===== config.mk =====
export PLATFORM = sky130hd
export DESIGN_NAME = hilo_muldiv_unit
export DESIGN_NICKNAME = d
export VERILOG_FILES = /design/src/rtl/muldiv_pkg.sv /design/src/rtl/muldiv_step.sv /design/src/rtl/hilo_muldiv_unit.sv
export SDC_FILE = /design/constraint.sdc
export NUM_CORES = 1
export LEC_CHECK = 0
export ABC_AREA = 1
export ABC_CLOCK_PERIOD_IN_PS = 8300
export CAP_MARGIN = 20
export CORE_MARGIN = 2
export CORE_UTILIZATION = 49
export DETAILED_ROUTE_END_ITERATION = 8
export GPL_TIMING_DRIVEN = 0
export PLACE_DENSITY = 0.68
export SLEW_MARGIN = 10
export SYNTH_ARGS = -nofsm -noshare
export SYNTH_HDL_FRONTEND = slang
export SYNTH_SLANG_ARGS = --single-unit

===== constraint.sdc =====
create_clock -name Clk -period 8.3 [get_ports Clk]
set_input_delay 1.245 -clock Clk [delete_from_list [all_inputs] [get_ports Clk]]
set_output_delay 1.245 -clock Clk [all_outputs]
set_load 0.1 [all_outputs]

===== src/rtl/muldiv_pkg.sv =====
// ---------------------------------------------------------------------------
// muldiv_pkg
//
// Shared definitions for the HI/LO multiply/divide unit:
//   - operation codes presented on the Op input
//   - FSM state type used by hilo_muldiv_unit
//   - fixed result patterns for divide-by-zero and signed divide overflow
//
// The result constants are 64 bits wide (the widest legal operand width)
// and are sliced down to WIDTH by the user.
// ---------------------------------------------------------------------------
package muldiv_pkg;

    localparam logic [2:0] OP_MULT  = 3'b000;
    localparam logic [2:0] OP_MULTU = 3'b001;
    localparam logic [2:0] OP_MADD  = 3'b010;
    localparam logic [2:0] OP_MSUB  = 3'b011;
    localparam logic [2:0] OP_DIV   = 3'b100;
    localparam logic [2:0] OP_DIVU  = 3'b101;
    localparam logic [2:0] OP_MTHI  = 3'b110;
    localparam logic [2:0] OP_MTLO  = 3'b111;

    typedef enum logic [1:0] {
        IDLE = 2'd0,
        RUN  = 2'd1,
        FIX  = 2'd2
    } state_t;

    // Divide by zero: LO is all ones, HI returns the dividend unchanged.
    localparam logic [63:0] DIVZ_LO = '1;
    // Signed overflow (most-negative / -1): LO returns the dividend, HI is zero.
    localparam logic [63:0] OVF_HI  = '0;

endpackage


===== src/rtl/muldiv_step.sv =====
// ---------------------------------------------------------------------------
// muldiv_step
//
// One radix-2 iteration of the shared multiply/divide datapath. Purely
// combinational; the owning FSM registers work_out back into work_in.
//
// The 2*WIDTH-bit work register is used as:
//   multiply : {partial product high half, remaining multiplier bits}
//   divide   : {partial remainder, remaining dividend / growing quotient}
//
// Configuration macro: HILO_MULDIV_DIV_EN -- when undefined the trial-subtract
// path (and the is_div port) are not built at all.
//
// Ports:
//   is_div   in   1         select restoring-divide step (only with HILO_MULDIV_DIV_EN)
//   work_in  in   2*WIDTH   current work register
//   opnd     in   WIDTH     multiplicand magnitude or divisor magnitude
//   work_out out  2*WIDTH   work register after one step
// ---------------------------------------------------------------------------
module muldiv_step #(
    parameter int WIDTH = 32
) (
`ifdef HILO_MULDIV_DIV_EN
    input  logic               is_div,
`endif
    input  logic [2*WIDTH-1:0] work_in,
    input  logic [WIDTH-1:0]   opnd,
    output logic [2*WIDTH-1:0] work_out
);

    logic [WIDTH:0] add_sum;

`ifdef HILO_MULDIV_DIV_EN
    logic [WIDTH:0]   shifted;
    logic [WIDTH+1:0] trial;
    logic             unused_trial_msb;

    // After a successful trial the difference is below the divisor, so it
    // always fits in WIDTH bits and its top bit carries no information.
    assign unused_trial_msb = trial[WIDTH];
`endif

    always_comb begin
        // Shift-add: add the multiplicand into the high half when the current
        // multiplier bit is set, then shift the whole register right, pulling
        // the carry into the top.
        add_sum  = {1'b0, work_in[2*WIDTH-1:WIDTH]} + (work_in[0] ? {1'b0, opnd} : '0);
        work_out = {add_sum, work_in[WIDTH-1:1]};

`ifdef HILO_MULDIV_DIV_EN
        // Restoring divide: shift the next dividend bit into the remainder and
        // try to subtract the divisor; keep the difference only if no borrow.
        shifted = {work_in[2*WIDTH-1:WIDTH], work_in[WIDTH-1]};
        trial   = {1'b0, shifted} - {2'b00, opnd};
        if (is_div) begin
            if (!trial[WIDTH+1]) begin
                work_out = {trial[WIDTH-1:0], work_in[WIDTH-2:0], 1'b1};
            end else begin
                work_out = {shifted[WIDTH-1:0], work_in[WIDTH-2:0], 1'b0};
            end
        end
`endif
    end

endmodule


===== src/rtl/hilo_muldiv_unit.sv =====
// ---------------------------------------------------------------------------
// hilo_muldiv_unit
//
// MIPS-style HI/LO multiply/divide unit. Iterative operations run on
// operand magnitudes for WIDTH cycles, then a single FIX cycle applies the
// sign correction (and MADD/MSUB accumulation) and writes HI/LO. HI/LO are
// therefore only ever updated with final results.
//
// Configuration macro: HILO_MULDIV_DIV_EN -- builds the divider. Without it
// DIV/DIVU are accepted as no-ops that pulse Done the next cycle.
//
// Ports:
//   Clk    in   1      clock, rising edge
//   Rst    in   1      asynchronous active-high reset
//   Start  in   1      operation request, honoured only when idle
//   Op     in   3      operation code (see muldiv_pkg)
//   A, B   in   WIDTH  operands (MTHI/MTLO use A)
//   Hi, Lo out  WIDTH  architectural HI/LO registers
//   Busy   out  1      iterative operation in flight
//   Done   out  1      one-cycle pulse when HI/LO hold a new result
// ---------------------------------------------------------------------------
module hilo_muldiv_unit #(
    parameter int WIDTH = 32,
    parameter int CNT_W = $clog2(WIDTH) + 1
) (
    input  logic             Clk,
    input  logic             Rst,
    input  logic             Start,
    input  logic [2:0]       Op,
    input  logic [WIDTH-1:0] A,
    input  logic [WIDTH-1:0] B,
    output logic [WIDTH-1:0] Hi,
    output logic [WIDTH-1:0] Lo,
    output logic             Busy,
    output logic             Done
);

    import muldiv_pkg::*;

    state_t               state;
    logic [CNT_W-1:0]     cnt;
    logic [2:0]           op_q;
    logic                 sign_a;
    logic                 sign_b;
    logic [WIDTH-1:0]     opnd;
    logic [2*WIDTH-1:0]   work;
    logic [2*WIDTH-1:0]   work_nxt;

    logic                 signed_op;
    logic                 in_sa;
    logic                 in_sb;
    logic [WIDTH-1:0]     mag_a;
    logic [WIDTH-1:0]     mag_b;

    logic [2*WIDTH-1:0]   prod_s;
    logic [2*WIDTH-1:0]   hilo_mult;

`ifdef HILO_MULDIV_DIV_EN
    logic [WIDTH-1:0]     a_raw;
    logic                 div_zero;
    logic                 div_ovf;
    logic                 is_div_q;
    logic [WIDTH-1:0]     quot_s;
    logic [WIDTH-1:0]     rem_s;

    assign is_div_q = (op_q == OP_DIV) || (op_q == OP_DIVU);
`endif

    // The iteration runs on magnitudes; signs are remembered separately and
    // only signed opcodes ever report a negative operand.
    always_comb begin
        signed_op = (Op == OP_MULT) || (Op == OP_MADD) || (Op == OP_MSUB) || (Op == OP_DIV);
        in_sa     = signed_op & A[WIDTH-1];
        in_sb     = signed_op & B[WIDTH-1];
        mag_a     = in_sa ? -A : A;
        mag_b     = in_sb ? -B : B;
    end

    // Final multiply result, including the MADD/MSUB accumulation into the
    // HI/LO value that was present when the operation was accepted.
    always_comb begin
        prod_s = (sign_a ^ sign_b) ? -work : work;
        case (op_q)
            OP_MADD: hilo_mult = {Hi, Lo} + prod_s;
            OP_MSUB: hilo_mult = {Hi, Lo} - prod_s;
            default: hilo_mult = prod_s;
        endcase
    end

`ifdef HILO_MULDIV_DIV_EN
    // Quotient truncates toward zero; remainder takes the dividend's sign.
    always_comb begin
        quot_s = (sign_a ^ sign_b) ? -work[WIDTH-1:0] : work[WIDTH-1:0];
        rem_s  = sign_a ? -work[2*WIDTH-1:WIDTH] : work[2*WIDTH-1:WIDTH];
    end
`endif

    muldiv_step #(
        .WIDTH    (WIDTH)
    ) u_step (
`ifdef HILO_MULDIV_DIV_EN
        .is_div   (is_div_q),
`endif
        .work_in  (work),
        .opnd     (opnd),
        .work_out (work_nxt)
    );

    // Control FSM and all architectural state. Done defaults low each cycle
    // so every set below produces exactly a one-cycle pulse.
    always_ff @(posedge Clk or posedge Rst) begin
        if (Rst) begin
            state    <= IDLE;
            cnt      <= '0;
            op_q     <= OP_MULT;
            sign_a   <= 1'b0;
            sign_b   <= 1'b0;
            opnd     <= '0;
            work     <= '0;
            Hi       <= '0;
            Lo       <= '0;
            Busy     <= 1'b0;
            Done     <= 1'b0;
`ifdef HILO_MULDIV_DIV_EN
            a_raw    <= '0;
            div_zero <= 1'b0;
            div_ovf  <= 1'b0;
`endif
        end else begin
            Done <= 1'b0;
            case (state)
                IDLE: begin
                    if (Start) begin
                        case (Op)
                            OP_MTHI: begin
                                Hi   <= A;
                                Done <= 1'b1;
                            end
                            OP_MTLO: begin
                                Lo   <= A;
                                Done <= 1'b1;
                            end
`ifndef HILO_MULDIV_DIV_EN
                            OP_DIV, OP_DIVU: begin
                                Done <= 1'b1;
                            end
`endif
                            default: begin
                                op_q   <= Op;
                                sign_a <= in_sa;
                                sign_b <= in_sb;
                                cnt    <= CNT_W'(WIDTH);
                                Busy   <= 1'b1;
                                state  <= RUN;
`ifdef HILO_MULDIV_DIV_EN
                                a_raw    <= A;
                                div_zero <= (B == '0);
                                div_ovf  <= (Op == OP_DIV) && (A == {1'b1, {(WIDTH-1){1'b0}}}) && (B == '1);
                                if ((Op == OP_DIV) || (Op == OP_DIVU)) begin
                                    work <= {{WIDTH{1'b0}}, mag_a};
                                    opnd <= mag_b;
                                end else
`endif
                                begin
                                    work <= {{WIDTH{1'b0}}, mag_b};
                                    opnd <= mag_a;
                                end
                            end
                        endcase
                    end
                end

                RUN: begin
                    work <= work_nxt;
                    cnt  <= cnt - 1'b1;
                    if (cnt == CNT_W'(1)) begin
                        state <= FIX;
                    end
                end

                FIX: begin
                    Busy  <= 1'b0;
                    Done  <= 1'b1;
                    state <= IDLE;
`ifdef HILO_MULDIV_DIV_EN
                    if (is_div_q) begin
                        if (div_zero) begin
                            Lo <= DIVZ_LO[WIDTH-1:0];
                            Hi <= a_raw;
                        end else if (div_ovf) begin
                            Lo <= a_raw;
                            Hi <= OVF_HI[WIDTH-1:0];
                        end else begin
                            Lo <= quot_s;
                            Hi <= rem_s;
                        end
                    end else
`endif
                    begin
                        Hi <= hilo_mult[2*WIDTH-1:WIDTH];
                        Lo <= hilo_mult[WIDTH-1:0];
                    end
                end

                default: state <= IDLE;
            endcase
        end
    end

endmodule


==> results.md <==
* Status: complete, no violations
* Area grow syn2layout at 13.47%
* Synthesized area per cell at 6.116 um^2
* Initial Utilization at 0.4970
* Synthesized flop and latch total at roughly 180
* Final WL at ~86,000 um
* First-pass GRT wire length at approximately 130,000 um
* Number of buffers created by CTS at 17
* Final Max Tran Viols at 0
* Worst path max stage delay at 930 ps
* Mapped Cells at 3,229
* Io pins at 136
* Critical Path Most Common Cell: nor2_1
* Nets at 3,557
* Finished Core Util at 0.5640
* Cell accounting for the most synthesized area: dfrtp_1
* DRT iter0 DRCs at 2,530
* Post-CTS resize count at 0
* Die width at 204.8 um
* Reg2Reg Depth at 29
* Synth Cell Area at 19,750 um^2
* DRC at 0
* Final Critical Period at 6336 ps
* Post-CTS Setup Inserts at 0
* Hold buffers post-CTS at 0
* Top FF cell, synth: dfrtp_1
* Critical Path Stages at 29
* Top delay family on crit path: simple AND/OR/NAND/NOR gates
* CTS max path bufs at 2
* Final WS setup at between 1500 and 2000 ps
* Dpl hpwl at around 71,000 um
* Setup crit end kind: flop
* Final Setup Violations at 0
* Measured slew at the worst slew-check pin at 1168 ps
* CP Class: reg -> reg
* Vias/cell at approximately 5.9
* Max transition margin at 0.2132
* Worst Hold Class: reg -> reg
* Row count at 73
* RSZ-0062 raised after global routing: false
* Tcrit/Tclk final at 0.7634
* CTS tree: done
* Core Region at 39,730 um^2
* Placed cell area at 21,790 um^2
* Worst setup SP type: flop
* Post-synth cell types at 58
* Post-route ant nets at 0
* Hold path depth at 1
* H-tree Lvls at 4
* Post-synth net total at 3,402
* CTS clock-pin slew for the worst setup and hold paths at 70 ps
* Hold Fails Final Rpt at 0
* Commonest cells after routing, fill and taps aside: nand2_1, nor2_1, inv_1, o21ai_0, a21oi_1
* DRT Pass-1 Iters at 6
* DR vias at 23,110
* Worst skew pair latency at roughly 470 ps
* Chip height at about 200 um
* Seq/Total Area, Yosys at 0.2218
* FMAX at ~160 MHz
* Worst path slowest cell: o21ai_0
* Share of layout cells above drive strength 1 at 0.04888
* Clock skew at 14.64 ps
* Pre-CTS setup slack at 2159 ps
* GR Util All Layers at 0.4070
* Crit path buf inv count at 5
* Drt wl/cell at approximately 22 um
* Total grt overflow at 0
* Root Buffer Master: clkbuf_16
* Commonest non-fill, non-tap cell in the layout: nand2_1
* Die Area at 41,920 um^2
* Post-synth top area share at 0.2218
* Final Cell Area at 22,410 um^2
* PortBufs at 135
* Largest cells by area after synthesis: dfrtp_1, nand2_1, nor2_1
* Critical path arrival at 6720 ps
* Max cap viols at 0
* Warnings, synthesis at 0
* Vias in the first global route at 21,600
* GP Congestion at 1.035
* Clock Sink Count at 175
* CP Data Required Time at 8690 ps
* Post-synth EDFFs at 0
* FFs w/ async S/R, synth at 1.000
* Number of antenna violations at the first check in global routing at 0
* Largest net degree at the start of global routing at 115
* Largest fanout on the critical path at 10
## metrics by stage
step	hold slack, ps	setup TNS [ps]	instances
4_1_cts	494.9	0	3921
6_report	495.0	0	3922
2_1_floorplan	448.7	0	3229
3_3_place_gp	468.8	-43720	3889
3_5_place_dp	477.4	0	3890
5_1_grt	513.3	0	3921
## area by class of cell
type | instances | area (um^2)
timing repair buffer | 136 | 1379
tap | 525 | 656.9
fill | 4055 | 17320
sequential | 175 | 4379
clock inverter | 9 | 160.2
clock buffer | 22 | 454.2
inverter | 437 | 1652
antenna | 1 | 2.502
multi-input combinational | 2531 | 13330
buffer | 86 | 394.1
## synthesized netlist by cell type, types with 3 or more instances
| library cell | number |
|---|---|
| nand4_1 | 31 |
| o21ai_2 | 6 |
| a21o_1 | 22 |
| o21bai_1 | 18 |
| nor2_2 | 21 |
| buf_2 | 3 |
| clkbuf_1 | 64 |
| a31oi_1 | 36 |
| a221oi_1 | 7 |
| nor2_1 | 449 |
| nor2_4 | 11 |
| or2_2 | 18 |
| nand2_1 | 729 |
| nand3_1 | 185 |
| o21ai_0 | 289 |
| inv_1 | 424 |
| nand2_4 | 8 |
| buf_1 | 10 |
| ha_1 | 101 |
| nor3_1 | 30 |
| nand3b_1 | 8 |
| o21ai_1 | 11 |
| xor2_1 | 98 |
| a21boi_0 | 9 |
| xnor2_1 | 29 |
| nand4_2 | 3 |
| o21a_1 | 9 |
| inv_2 | 8 |
| buf_6 | 9 |
| nand3_2 | 7 |
| dfrtp_1 | 175 |
| nor4_1 | 13 |
| o221ai_1 | 3 |
| a21oi_1 | 250 |
| clkinv_1 | 3 |
| nor3_2 | 3 |
| nand2_2 | 31 |
| o22ai_1 | 24 |
| o211ai_1 | 41 |
| o31ai_1 | 8 |
## worst paths after layout
path	from	end	slack, ps
worst max-delay path	work[0]$_DFFE_PP0P_	Hi[11]$_DFFE_PP0P_	1960
worst max register to register	work[0]$_DFFE_PP0P_	Hi[11]$_DFFE_PP0P_	1960
worst min register to register	cnt[5]$_DFFE_PP0P_	cnt[5]$_DFFE_PP0P_	500
max in group asynchronous	Rst	work[47]$_DFFE_PP0P_	6060
worst min-delay path	cnt[5]$_DFFE_PP0P_	cnt[5]$_DFFE_PP0P_	500
min in group asynchronous	Rst	Lo[13]$_DFFE_PP0P_	1230
## registers in the layout (all words and copies together), names as in the netlist
signal  cells
work       64
Hi         32
Lo         32
opnd       32
cnt         6
op_q        3
state       2
Busy        1
Done        1
sign_a      1
sign_b      1
## kinds of logic (layout without fill, tap and decap cells)
family | Yosys count | after routing | share of synthesized area
buffers and inverters | 523 | 690 | 0.1032
xor gates and xnor gates | 127 | 127 | 0.05633
adders and majority gates | 103 | 103 | 0.06602
AOI/OAI and AO/OA | 744 | 744 | 0.2126
DFF | 175 | 175 | 0.2218
and+or+nand+nor | 1557 | 1557 | 0.3401
other | 0 | 1 | 0
## metal layers
metal / wire (um) / global-route usage / up-vias
met4: 5657 / 0.2456 / 0
met3: 8147 / 0.06347 / 223
met1: 34990 / 0.5365 / 10730
met2: 37100 / 0.6269 / 1218
met5: 0 / 0 / -
li1: - / - / 10940
Power is left out: the tool's default activity adds up to more than one toggle a clock period on the data nets, which glitch-free logic cannot reach.
